### src/rtl/fft_stage_ctrl.sv
// fft_stage_ctrl: stage/butterfly sequencer for an in-place radix-2 DIF FFT.
// Issues one butterfly command per accepted handshake, counts outstanding
// write-backs and drains them before every stage change.
//
// Handshake: a command is transferred on a rising clock edge where
// o_valid && i_ready. While o_valid is high and i_ready is low, every command
// field (o_addr_a, o_addr_b, o_exponent, o_stage, o_last) holds its value.
// o_valid never drops without a transfer.
module fft_stage_ctrl #(
  parameter int R = 5,
  parameter int N = 32
) (
  input  logic         i_clk,
  input  logic         i_rst,
  input  logic         i_start,
  output logic         o_busy,
  output logic         o_done,
  output logic         o_valid,
  input  logic         i_ready,
  output logic [R-1:0] o_addr_a,
  output logic [R-1:0] o_addr_b,
  output logic [R-2:0] o_exponent,
  output logic [3:0]   o_stage,
  output logic         o_last,
  input  logic         i_wb_done,
  output logic [1:0]   o_dbg_state
);

  typedef enum logic [1:0] {
    IDLE   = 2'd0,
    ISSUE  = 2'd1,
    DRAIN  = 2'd2,
    FINISH = 2'd3
  } state_t;

  localparam logic [3:0]   S_LAST = 4'(R - 1);
  localparam logic [R-2:0] B_LAST = (R-1)'(N / 2 - 1);
  localparam logic [R-2:0] B_ONE  = (R-1)'(1);
  localparam logic [R-1:0] C_ONE  = R'(1);

  state_t       state_q, state_d;
  logic [3:0]   s_q, s_d;
  logic [R-2:0] b_q, b_d;
  logic [R-1:0] cnt_q, cnt_d;
  logic [R-1:0] addr_a_q, addr_a_d;
  logic [R-1:0] addr_b_q, addr_b_d;
  logic [R-2:0] exp_q, exp_d;
  logic         last_q, last_d;

  logic         accept;
  logic         wb_eff;
  logic [3:0]   sh;
  logic [R-2:0] k_mask;
  logic [R-2:0] k;
  logic [R-1:0] h;
  logic [R-1:0] g_part;
  logic [R-1:0] a_calc;

  assign accept = (state_q == ISSUE) && i_ready;
  // A write-back reported with nothing outstanding is spurious and dropped.
  assign wb_eff = i_wb_done && (cnt_q != '0);

  // Next stage / butterfly index and state transitions.
  always_comb begin
    state_d = state_q;
    s_d     = s_q;
    b_d     = b_q;
    case (state_q)
      IDLE: begin
        if (i_start) begin
          state_d = ISSUE;
          s_d     = '0;
          b_d     = '0;
        end
      end
      ISSUE: begin
        if (accept) begin
          if (b_q == B_LAST) begin
            b_d     = '0;
            state_d = DRAIN;
          end else begin
            b_d = b_q + B_ONE;
          end
        end
      end
      DRAIN: begin
        if (cnt_q == '0) begin
          if (s_q == S_LAST) begin
            state_d = FINISH;
          end else begin
            s_d     = s_q + 4'd1;
            state_d = ISSUE;
          end
        end
      end
      FINISH: begin
        state_d = IDLE;
        s_d     = '0;
      end
      default: state_d = IDLE;
    endcase
  end

  // Command fields for the next cycle's (s, b): H = 1 << (R-1-s), k = low bits
  // of b below H, group index shifted up by one extra bit to skip the lower leg.
  always_comb begin
    sh       = S_LAST - s_d;
    k_mask   = ~({(R-1){1'b1}} << sh);
    k        = b_d & k_mask;
    h        = C_ONE << sh;
    g_part   = ({1'b0, b_d} >> sh) << (sh + 4'd1);
    a_calc   = g_part | {1'b0, k};
    addr_a_d = '0;
    addr_b_d = '0;
    exp_d    = '0;
    last_d   = 1'b0;
    if (state_d == ISSUE) begin
      addr_a_d = a_calc;
      addr_b_d = a_calc | h;
      exp_d    = k << s_d;
      last_d   = (b_d == B_LAST);
    end
  end

  // Outstanding write-back counter; accept and write-back together cancel.
  always_comb begin
    cnt_d = cnt_q;
    if (accept && !wb_eff) begin
      cnt_d = cnt_q + C_ONE;
    end else if (!accept && wb_eff) begin
      cnt_d = cnt_q - C_ONE;
    end
  end

  // State, index, counter and registered command fields.
  always_ff @(posedge i_clk) begin
    if (i_rst) begin
      state_q  <= IDLE;
      s_q      <= '0;
      b_q      <= '0;
      cnt_q    <= '0;
      addr_a_q <= '0;
      addr_b_q <= '0;
      exp_q    <= '0;
      last_q   <= 1'b0;
    end else begin
      state_q  <= state_d;
      s_q      <= s_d;
      b_q      <= b_d;
      cnt_q    <= cnt_d;
      addr_a_q <= addr_a_d;
      addr_b_q <= addr_b_d;
      exp_q    <= exp_d;
      last_q   <= last_d;
    end
  end

  assign o_valid     = (state_q == ISSUE);
  assign o_busy      = (state_q == ISSUE) || (state_q == DRAIN);
  assign o_done      = (state_q == FINISH);
  assign o_addr_a    = addr_a_q;
  assign o_addr_b    = addr_b_q;
  assign o_exponent  = exp_q;
  assign o_stage     = s_q;
  assign o_last      = last_q;
  assign o_dbg_state = state_q;

endmodule
### config.mk
export PLATFORM = sky130hd
export DESIGN_NAME = fft_stage_ctrl
export DESIGN_NICKNAME = d
export VERILOG_FILES = /design/src/rtl/fft_stage_ctrl.sv
export SDC_FILE = /design/constraint.sdc
export NUM_CORES = 1
export LEC_CHECK = 0
export BUFFER_PORTS_ARGS = -buffer_cell sky130_fd_sc_hd__buf_2
export CAP_MARGIN = 10
export CORE_MARGIN = 2
export CORE_UTILIZATION = 40
export DETAILED_ROUTE_END_ITERATION = 8
export PLACE_DENSITY_LB_ADDON = 0.2
export SKIP_LAST_GASP = 1
export SYNTH_ARGS = -nofsm -noshare
export SYNTH_HDL_FRONTEND = slang
export SYNTH_SLANG_ARGS = --single-unit
export TNS_END_PERCENT = 100
### constraint.sdc
create_clock -name i_clk -period 9.7 [get_ports i_clk]
set_input_delay 1.94 -clock i_clk [delete_from_list [all_inputs] [get_ports i_clk]]
set_output_delay 1.94 -clock i_clk [all_outputs]
set_load 0.02 [all_outputs]
==> metrics.cfg, run 1 <==
[clocking]
clkTransAtPathRegs_ns=0.06
cts.sinks=30
cts_tree=done
insertion_delay_ns=0.28
clock_path_buffers=2
root_buffer=clkbuf_8
post-cts-setup-buffers=0
cts_buffers=5
htree_levels=2
holdBufCountCts=0
cts_resized=0

[sta]
finalCriticalPeriod_ns=4.990
slew_violations=0
tightest_slew_ns=0.8889
relSlewSlack=0.4055
clock-skew-final_ns=0.004370
setup_viol=0
period_share=0.5145
setup_tns_ns=0
rsz0062_at_grt=false
hold_violations=0
max_freq_mhz=200.4

[job]
drv_cap=0

[synth]
synth.area.top_cells=dfxtp_1, ha_1, nor2_1
avgSynthCellArea_um2=8.739
seq_area_frac_synth=0.2603
synth_compound_area_frac=0.2858
synthMuxAreaShare=0.02223
syn_nets=287
synth_fa_ha_area_frac=0.1009
yosysWarnings=0
netlist_instances=264
ys_async_sr_fraction=0
yosysUniqueCellTypes=84
synth_top_family_by_area=compound AO/OA/AOI/OAI gates
syn-cell-area_um2=2307
post-synth-top-area-fraction=0.2603
yosysTopAreaCell=dfxtp_1
ys_seq_elements=30
synth-main-ff-cell=dfxtp_1
synth_xor_area_frac=0.03037
synth_simple_gate_area_share=0.2245
synth_edf_count=0

[place]
portBuffers=28
gp_congestion=0.9438
dp_hpwl_um=4062

[worst_setup_path]
critPathMaxStageDelay_ns=0.48
crit_buf_inv=2
crit_required_ns=9.87
crit_fanout=16
cp-end-kind=flop
cp-start-kind=primary input
criticalPathCategory=in -> reg
crit_path_top_delay_cell=o31ai_4
reg2reg_slack_ns=5.42
arrival_ns=5.16
worstPathCellList=buf_2, and2b_2, or2_2, a211o_4, clkinv_4, ha_1, a21boi_0, nand2_1, o31ai_4, a21boi_1, o32ai_1, a221o_1
crit_family=compound AO/OA/AOI/OAI gates

[die]
die_h_um=79.95
ios=29
start_util=0.4164
dieArea_um2=6391
core_um2=5540
die_w_um=79.95
std_cell_rows=27

[grt]
track_usage=0.1870
grt_pass1_vias=1953
grt_pass1_wl_um=9563
gr-total-overflow=0
antenna_found_initial=0
grt_start_max_net_pins=20

[route]
drc_errors=0
vias=2111
first_pass_iters=4
drt-initial-drc-count=103
postRouteAntennaNets=0
wirelength_um=5549
via_per_inst=5.897
wl_per_cell_um=15.50

[power_and_ir_drop]
vdd_drop_max_mv=0.07780
power_mw=0.3584
powerDensity_nw_per_um2=143.6
cellLeakagePower_nw=1.047

[final_layout]
nNetsFinal=308
drive_gt1_frac=0.2098
final_common_cell=dfxtp_1
final_cell_mix=dfxtp_1, buf_2, nor2_1
antenna-diode-count=0
area_delta_synth_final_pct=8.189

[min_path]
hp-class=reg -> reg

[outcome]
status=completed

cells by family after synthesis:
kind of cell	count (synthesis)
flops	30
simple gates	95
buf+inv	24
compound gates	84
xor+xnor	8
mux	5
fa+ha+maj	18
flip-flops by register name, indices dropped and copies added, names as in the netlist:
signal	flops
cnt_q	5
o_addr_a	5
o_addr_b	5
b_q	4
o_exponent	4
o_stage	4
o_dbg_state	2
o_last	1
through the flow:
step	instances	cell area (um2)	util	hold slack, ns	setup WS [ns]
2_1_floorplan	264	2307	-	0.5008	4.869
3_3_place_gp	350	2405	0.4341	0.5413	4.557
3_5_place_dp	350	2405	0.4341	0.5501	4.498
4_1_cts	358	2496	0.4505	0.5636	4.759
5_1_grt	358	2496	0.4505	0.6060	4.460
6_report	358	2496	0.4505	0.5728	4.710
worst min-delay path, stage by stage, from the launching register on:
cell and delay (ns):
dfxtp_1 0.39, a21oi_1 0.08, nor2_1 0.07
where the power goes:
part           leakage, nW  internal, mW  switching [mW]  total, mW
combinational        0.755        0.0443          0.0672      0.112
clock               0.0482        0.0572          0.0477      0.105
sequential           0.243         0.131          0.0109      0.142
total                 1.05         0.233           0.126      0.358
cell type report:
cell class | instances | area (um2)
Timing Repair Buffer | 28 | 140.1
Inverter | 10 | 42.54
Multi-Input combinational cell | 210 | 1531
Fill cell | 562 | 3044
Clock inverter | 1 | 5.005
Sequential cell | 30 | 600.6
Tap cell | 72 | 90.09
Clock buffer | 7 | 86.33
path summary, 6_finish.rpt:
| path | startpoint | endpoint | cells past startpoint |
|---|---|---|---|
| max | i_start | o_addr_b[2] | 12 |
| min | cnt_q[2] | cnt_q[2] | 2 |
| max reg2reg | o_dbg_state[1] | o_addr_b[2] | 14 |
| min reg2reg | cnt_q[2] | cnt_q[2] | 2 |
cell usage after synthesis, types with 3 or more instances:
| library cell | n |
|---|---|
| a211oi_1 | 6 |
| a21oi_1 | 14 |
| a22o_1 | 4 |
| a22oi_1 | 4 |
| and2_1 | 5 |
| buf_6 | 5 |
| clkbuf_1 | 3 |
| clkbuf_8 | 3 |
| dfxtp_1 | 30 |
| ha_1 | 17 |
| inv_1 | 8 |
| mux2i_1 | 4 |
| nand2_1 | 15 |
| nand2b_1 | 3 |
| nand3_1 | 5 |
| nand4_1 | 4 |
| nor2_1 | 24 |
| nor2b_1 | 5 |
| nor3_1 | 7 |
| nor4_1 | 3 |
| o211ai_1 | 3 |
| o21ai_0 | 10 |
| or2_2 | 3 |
| xnor2_1 | 6 |
per-layer routing:
layer,global-route usage,routed length [um],share of wire,up-vias
li1,-,-,-,1031
met1,0.2609,2693,0.49,1002
met2,0.2850,2452,0.44,67
met3,0.03846,293,0.053,11
met4,0.06441,110,0.020,0
met5,0,0,0,-
Note: power is estimated with default switching activity, not from simulation.
==> run 2: changes to the inputs <==
==> constraint.sdc (replaced) <==
create_clock -name i_clk -period 4.9 [get_ports i_clk]
set_input_delay 0.98 -clock i_clk [delete_from_list [all_inputs] [get_ports i_clk]]
set_output_delay 0.98 -clock i_clk [all_outputs]
set_load 0.02 [all_outputs]
==> metrics.cfg, run 2 (synthesized netlist as in run 1, its figures left out) <==
[sta]
max_freq_mhz=242.2
setup_tns_ns=0  ; unchanged
rsz0062_at_grt=false
relSlewSlack=0.4049  ; -0.0006780
setup_viol=0  ; unchanged
slew_violations=0  ; unchanged
clock-skew-final_ns=0.002649  ; -0.001721 ns
setup_slack_ns=0.7704  ; -3.939 ns
hold_violations=0  ; unchanged
period_share=0.8428
tightest_slew_ns=0.8899  ; +0.001013 ns
finalCriticalPeriod_ns=4.130

[clocking]
cts.sinks=30  ; unchanged
htree_levels=2  ; unchanged
post-cts-setup-buffers=0  ; unchanged
cts_tree=done
clock_path_buffers=2  ; unchanged
holdBufCountCts=0  ; unchanged
cts_buffers=5  ; unchanged
clkTransAtPathRegs_ns=0.06  ; about the same
insertion_delay_ns=0.28  ; about the same
root_buffer=clkbuf_8
cts_resized=0  ; unchanged

[die]
core_um2=5540  ; unchanged
die_w_um=79.95  ; unchanged
start_util=0.4164  ; unchanged
std_cell_rows=27  ; unchanged
ios=29  ; unchanged
dieArea_um2=6391  ; unchanged
die_h_um=79.95  ; unchanged

[route]
drc_errors=0  ; unchanged
vias=2016  ; -4.5%
drt-initial-drc-count=170  ; +65%
wl_per_cell_um=14.96  ; -3.5%
first_pass_iters=4  ; unchanged
wirelength_um=5385  ; -3.0%
postRouteAntennaNets=0  ; unchanged
via_per_inst=5.600  ; -5.0%

[grt]
grt_use_met1=0.2524  ; -0.008472
grt_start_max_net_pins=19  ; -5.0%
gr-total-overflow=0  ; unchanged
antenna_found_initial=0  ; unchanged
grt_pass1_wl_um=9045  ; -5.4%
use_met2=0.2733  ; -0.01167
grt_util_met3=0.03054  ; -0.007919
grt_pass1_vias=1859  ; -4.8%
track_usage=0.1789  ; -0.008149
top_usage_layer=met2

[worst_setup_path]
cp.depth=14  ; +2
cp-end-kind=flop
path_common_cell=ha_1
worstPathCellList=inv_1, ha_1, or3b_2, nor4_1, a211o_4, clkinv_4, ha_1, or3_2, nand2_1, inv_1, ha_1, nand3_1, o32ai_1, a221o_1
crit_buf_inv=3  ; +1
arrival_ns=4.35  ; -0.81 ns
r2r_end=o_addr_b[2]
crit_fanout=16  ; unchanged
cp-start-kind=flop
critPathMaxStageDelay_ns=0.53  ; +0.05 ns
rr_worst_depth=14  ; unchanged
reg2reg_slack_ns=0.77  ; -4.65 ns
criticalPathCategory=reg -> reg
cp-endpoint=o_addr_b[2]
crit_family=simple AND/OR/NAND/NOR gates
crit_required_ns=5.12  ; -4.75 ns
crit_path_top_delay_cell=or3_2
cp-startpoint=o_dbg_state[0]
r2r-start=o_dbg_state[0]

[final_layout]
nNetsFinal=310  ; +0.65%
nFillCells=576  ; +2.5%
post-route-util=0.4533  ; +0.002710
final_cell_mix=dfxtp_1, buf_2, nor2_1
drive_gt1_frac=0.2153  ; +0.005488
antenna-diode-count=0  ; unchanged
area_delta_synth_final_pct=8.840
final_common_cell=dfxtp_1

[power_and_ir_drop]
vdd_drop_max_mv=0.1057  ; +36%
powerDensity_nw_per_um2=281.4  ; +96%
cellLeakagePower_nw=1.056  ; +0.89%

[job]
drv_cap=0  ; unchanged

[place]
gp_congestion=0.9237  ; -2.1%
portBuffers=28  ; unchanged
dp_hpwl_um=4089  ; +0.66%
dp_worst_setup_slack_ns=0.6305  ; -3.867 ns

[min_path]
holdPathStages=2  ; unchanged
hp-class=reg -> reg

[outcome]
status=completed

==> run 2: worst min path at each step <==
| stage | start | end |
|---|---|---|
| after floorplan | cnt_q[3] | cnt_q[3] |
| after global placement | cnt_q[2] | cnt_q[2] |
| after detailed placement | cnt_q[2] | cnt_q[2] |
| after CTS | cnt_q[2] | cnt_q[2] |
| after global routing | cnt_q[2] | cnt_q[2] |
| final | cnt_q[2] | cnt_q[2] |
==> run 2: through the flow <==
| step | std cells | total power, mW | hold slack [ns] | instance area [um2] |
|---|---|---|---|---|
| final | 360 | 0.7067 | 0.5639 | 2511 |
| after detailed placement | 352 | 0.5072 | 0.5582 | 2420 |
| after global placement | 352 | 0.5036 | 0.5426 | 2420 |
| after CTS | 360 | 0.7096 | 0.5707 | 2511 |
| after global routing | 360 | 0.7528 | 0.6056 | 2511 |
| after floorplan | 264 | 0.4812 | 0.5008 | 2307 |
==> run 2: layout make-up <==
class                   count  area, um2  share of cell area
clock buffers               7      86.33             0.03438
clock inverters             1      5.005            0.001993
inverters                  10      42.54             0.01694
multi-input cells         210       1531              0.6099
flip-flops and latches     30      600.6              0.2392
well taps                  72      90.09             0.03587
repair buffers             30      155.1             0.06178
==> run 2: metal layers <==
metal,part of all wire,vias up
met5,0,-
met4,0.015,0
met3,0.051,9
met2,0.45,52
met1,0.49,921
li1,-,1034
==> run 2: report_power, final <==
| part | internal [mW] | leakage (nW) | switching, mW | total [mW] |
|---|---|---|---|---|
| registers | 0.260 | 0.243 | 0.0209 | 0.280 |
| clock network | 0.113 | 0.0482 | 0.0897 | 0.203 |
| logic | 0.0879 | 0.765 | 0.136 | 0.224 |
| total | 0.461 | 1.06 | 0.246 | 0.707 |
==> run 2: worst min-delay path: stages, from the launching register on <==
cell and delay, ns:
dfxtp_1 0.37, a21oi_1 0.08, nor2_1 0.07
==> run 3: changes to the inputs <==
==> constraint.sdc (replaced) <==
create_clock -name i_clk -period 3.7 [get_ports i_clk]
set_input_delay 0.74 -clock i_clk [delete_from_list [all_inputs] [get_ports i_clk]]
set_output_delay 0.74 -clock i_clk [all_outputs]
set_load 0.02 [all_outputs]
==> metrics.cfg, run 3 (synthesized netlist as in run 1, its figures left out) <==
[grt]
gr-total-overflow=0  ; unchanged
antenna_found_initial=0  ; unchanged
track_usage=0.1861  ; +0.007159
grt_pass1_wl_um=9459  ; +4.6%
grt_pass1_vias=1951  ; +4.9%
grt_start_max_net_pins=19  ; unchanged

[outcome]
status=completed

[sta]
relSlewSlack=0.5743  ; +0.1694
finalCriticalPeriod_ns=3.586  ; -0.5431 ns
rsz0062_at_grt=true
max_freq_mhz=278.8  ; +15%
tightest_slew_ns=0.6386  ; -0.2513 ns
slew_violations=0  ; unchanged
hold_violations=0  ; unchanged
period_share=0.9693  ; +0.1265
timing.hold.ws_ns=0.5906  ; +0.02670 ns
setup_viol=0  ; unchanged
clock-skew-final_ns=0.006283  ; +0.003635 ns

[clocking]
insertion_delay_ns=0.28  ; about the same
clkTransAtPathRegs_ns=0.07  ; about the same
cts_tree=done
root_buffer=clkbuf_8
cts_buffers=5  ; unchanged
cts.sinks=30  ; unchanged
post-cts-setup-buffers=0  ; unchanged
htree_levels=2  ; unchanged
holdBufCountCts=0  ; unchanged
clock_path_buffers=2  ; unchanged

[die]
std_cell_rows=27  ; unchanged
core_um2=5540  ; unchanged
die_h_um=79.95  ; unchanged
dieArea_um2=6391  ; unchanged
start_util=0.4164  ; unchanged
ios=29  ; unchanged
die_w_um=79.95  ; unchanged

[worst_setup_path]
rr_worst_depth=13  ; -1
r2r-start=cnt_q[0]
crit_fanout=5  ; -11
cp-end-kind=flop
crit_required_ns=3.87  ; -1.25 ns
arrival_ns=3.75  ; -0.60 ns
cp-start-kind=flop
criticalPathCategory=reg -> reg
r2r_end=o_addr_b[2]
reg2reg_slack_ns=0.11  ; -0.66 ns

[place]
portBuffers=28  ; unchanged
dp_hpwl_um=4292  ; +5.0%
place_area_um2=2576  ; +6.5%
gp_congestion=0.8696  ; -5.9%
placedCellCount=369  ; +4.8%

[final_layout]
fin_cells=377  ; +4.7%
final_area_um2=2686  ; +7.0%
nNetsFinal=327  ; +5.5%
final_cell_mix=dfxtp_1, buf_2, nor2_1
area_delta_synth_final_pct=16.43
antenna-diode-count=0  ; unchanged
drive_gt1_frac=0.2918  ; +0.07653

[route]
wl_per_cell_um=15.40  ; +2.9%
via_per_inst=5.682  ; +1.5%
drt-initial-drc-count=140  ; -18%
vias=2142  ; +6.3%
first_pass_iters=7  ; +3
postRouteAntennaNets=0  ; unchanged
drc_errors=0  ; unchanged
wirelength_um=5804  ; +7.8%

[power_and_ir_drop]
powerDensity_nw_per_um2=356.5  ; +27%
cellLeakagePower_nw=1.139  ; +7.8%
vdd_drop_max_mv=0.2396  ; +130%

[min_path]
hold_start=cnt_q[3]
hp-class=reg -> reg
hold_end=cnt_q[3]
holdPathStages=2  ; unchanged

[job]
drv_cap=0  ; unchanged

## run 3: worst max-delay path, cell delays in order, from the launching register on
cell      delay [ns]
dfxtp_1         0.37
or4_1           0.59
buf_4           0.18
nor4_2          0.26
a211o_4         0.17
clkinv_4        0.05
ha_2            0.17
or3_2           0.52
nand2_2         0.13
inv_1           0.05
ha_1            0.32
nand3_1         0.16
o32ai_2         0.11
a221o_1         0.38
## run 3: worst max path at each step
stage / startpoint / end / slack [ns]
after floorplan: o_dbg_state[1] / o_addr_b[2] / 0.01
after global placement: i_start / o_addr_b[4] / 0.12
after detailed placement: i_start / o_addr_a[3] / 0.08
after CTS: o_dbg_state[0] / o_addr_b[2] / 0.14
after global routing: o_dbg_state[0] / o_addr_b[2] / -0.06
final: cnt_q[0] / o_addr_b[2] / 0.11
## run 3: layout make-up
cell class                 instances  area [um2]
fill                             556        2854
multi-input combinational        210        1574
sequential                        30       605.6
timing repair buffer              47       282.8
tap                               72       90.09
clock buffer                       7       86.33
inverter                          10       42.54
clock inverter                     1       5.005
## run 3: repair_timing
action	CTS	global route
gates resized for setup	0	3
endpoints found under the setup margin	0	6
hold endpoints to repair	0	0
## run 3: power by group
part / total [mW] / switching (mW) / internal, mW
combinational: 0.306 / 0.177 / 0.130
clock: 0.279 / 0.129 / 0.150
sequential: 0.372 / 0.0288 / 0.343
total: 0.958 / 0.335 / 0.623
## run 3: metrics by stage
step / worst slack (ns) / power, mW / util / TNS (ns)
floorplan: 0.01297 / 0.6406 / - / 0
global placement: 0.1158 / 0.6802 / 0.4650 / 0
finish: 0.1136 / 0.9576 / 0.4849 / 0
detailed placement: 0.08362 / 0.6835 / 0.4650 / 0
global route: -0.06210 / 1.023 / 0.4849 / -0.06210
CTS: 0.1379 / 0.9634 / 0.4815 / 0
## run 3: layer usage
metal | track usage | vias to the layer above | part of all wire
met2 | 0.2942 | 52 | 0.45
met3 | 0.03733 | 9 | 0.045
met4 | 0.05424 | 0 | 0.017
li1 | - | 1077 | -
met5 | 0 | - | 0
met1 | 0.2552 | 1004 | 0.49
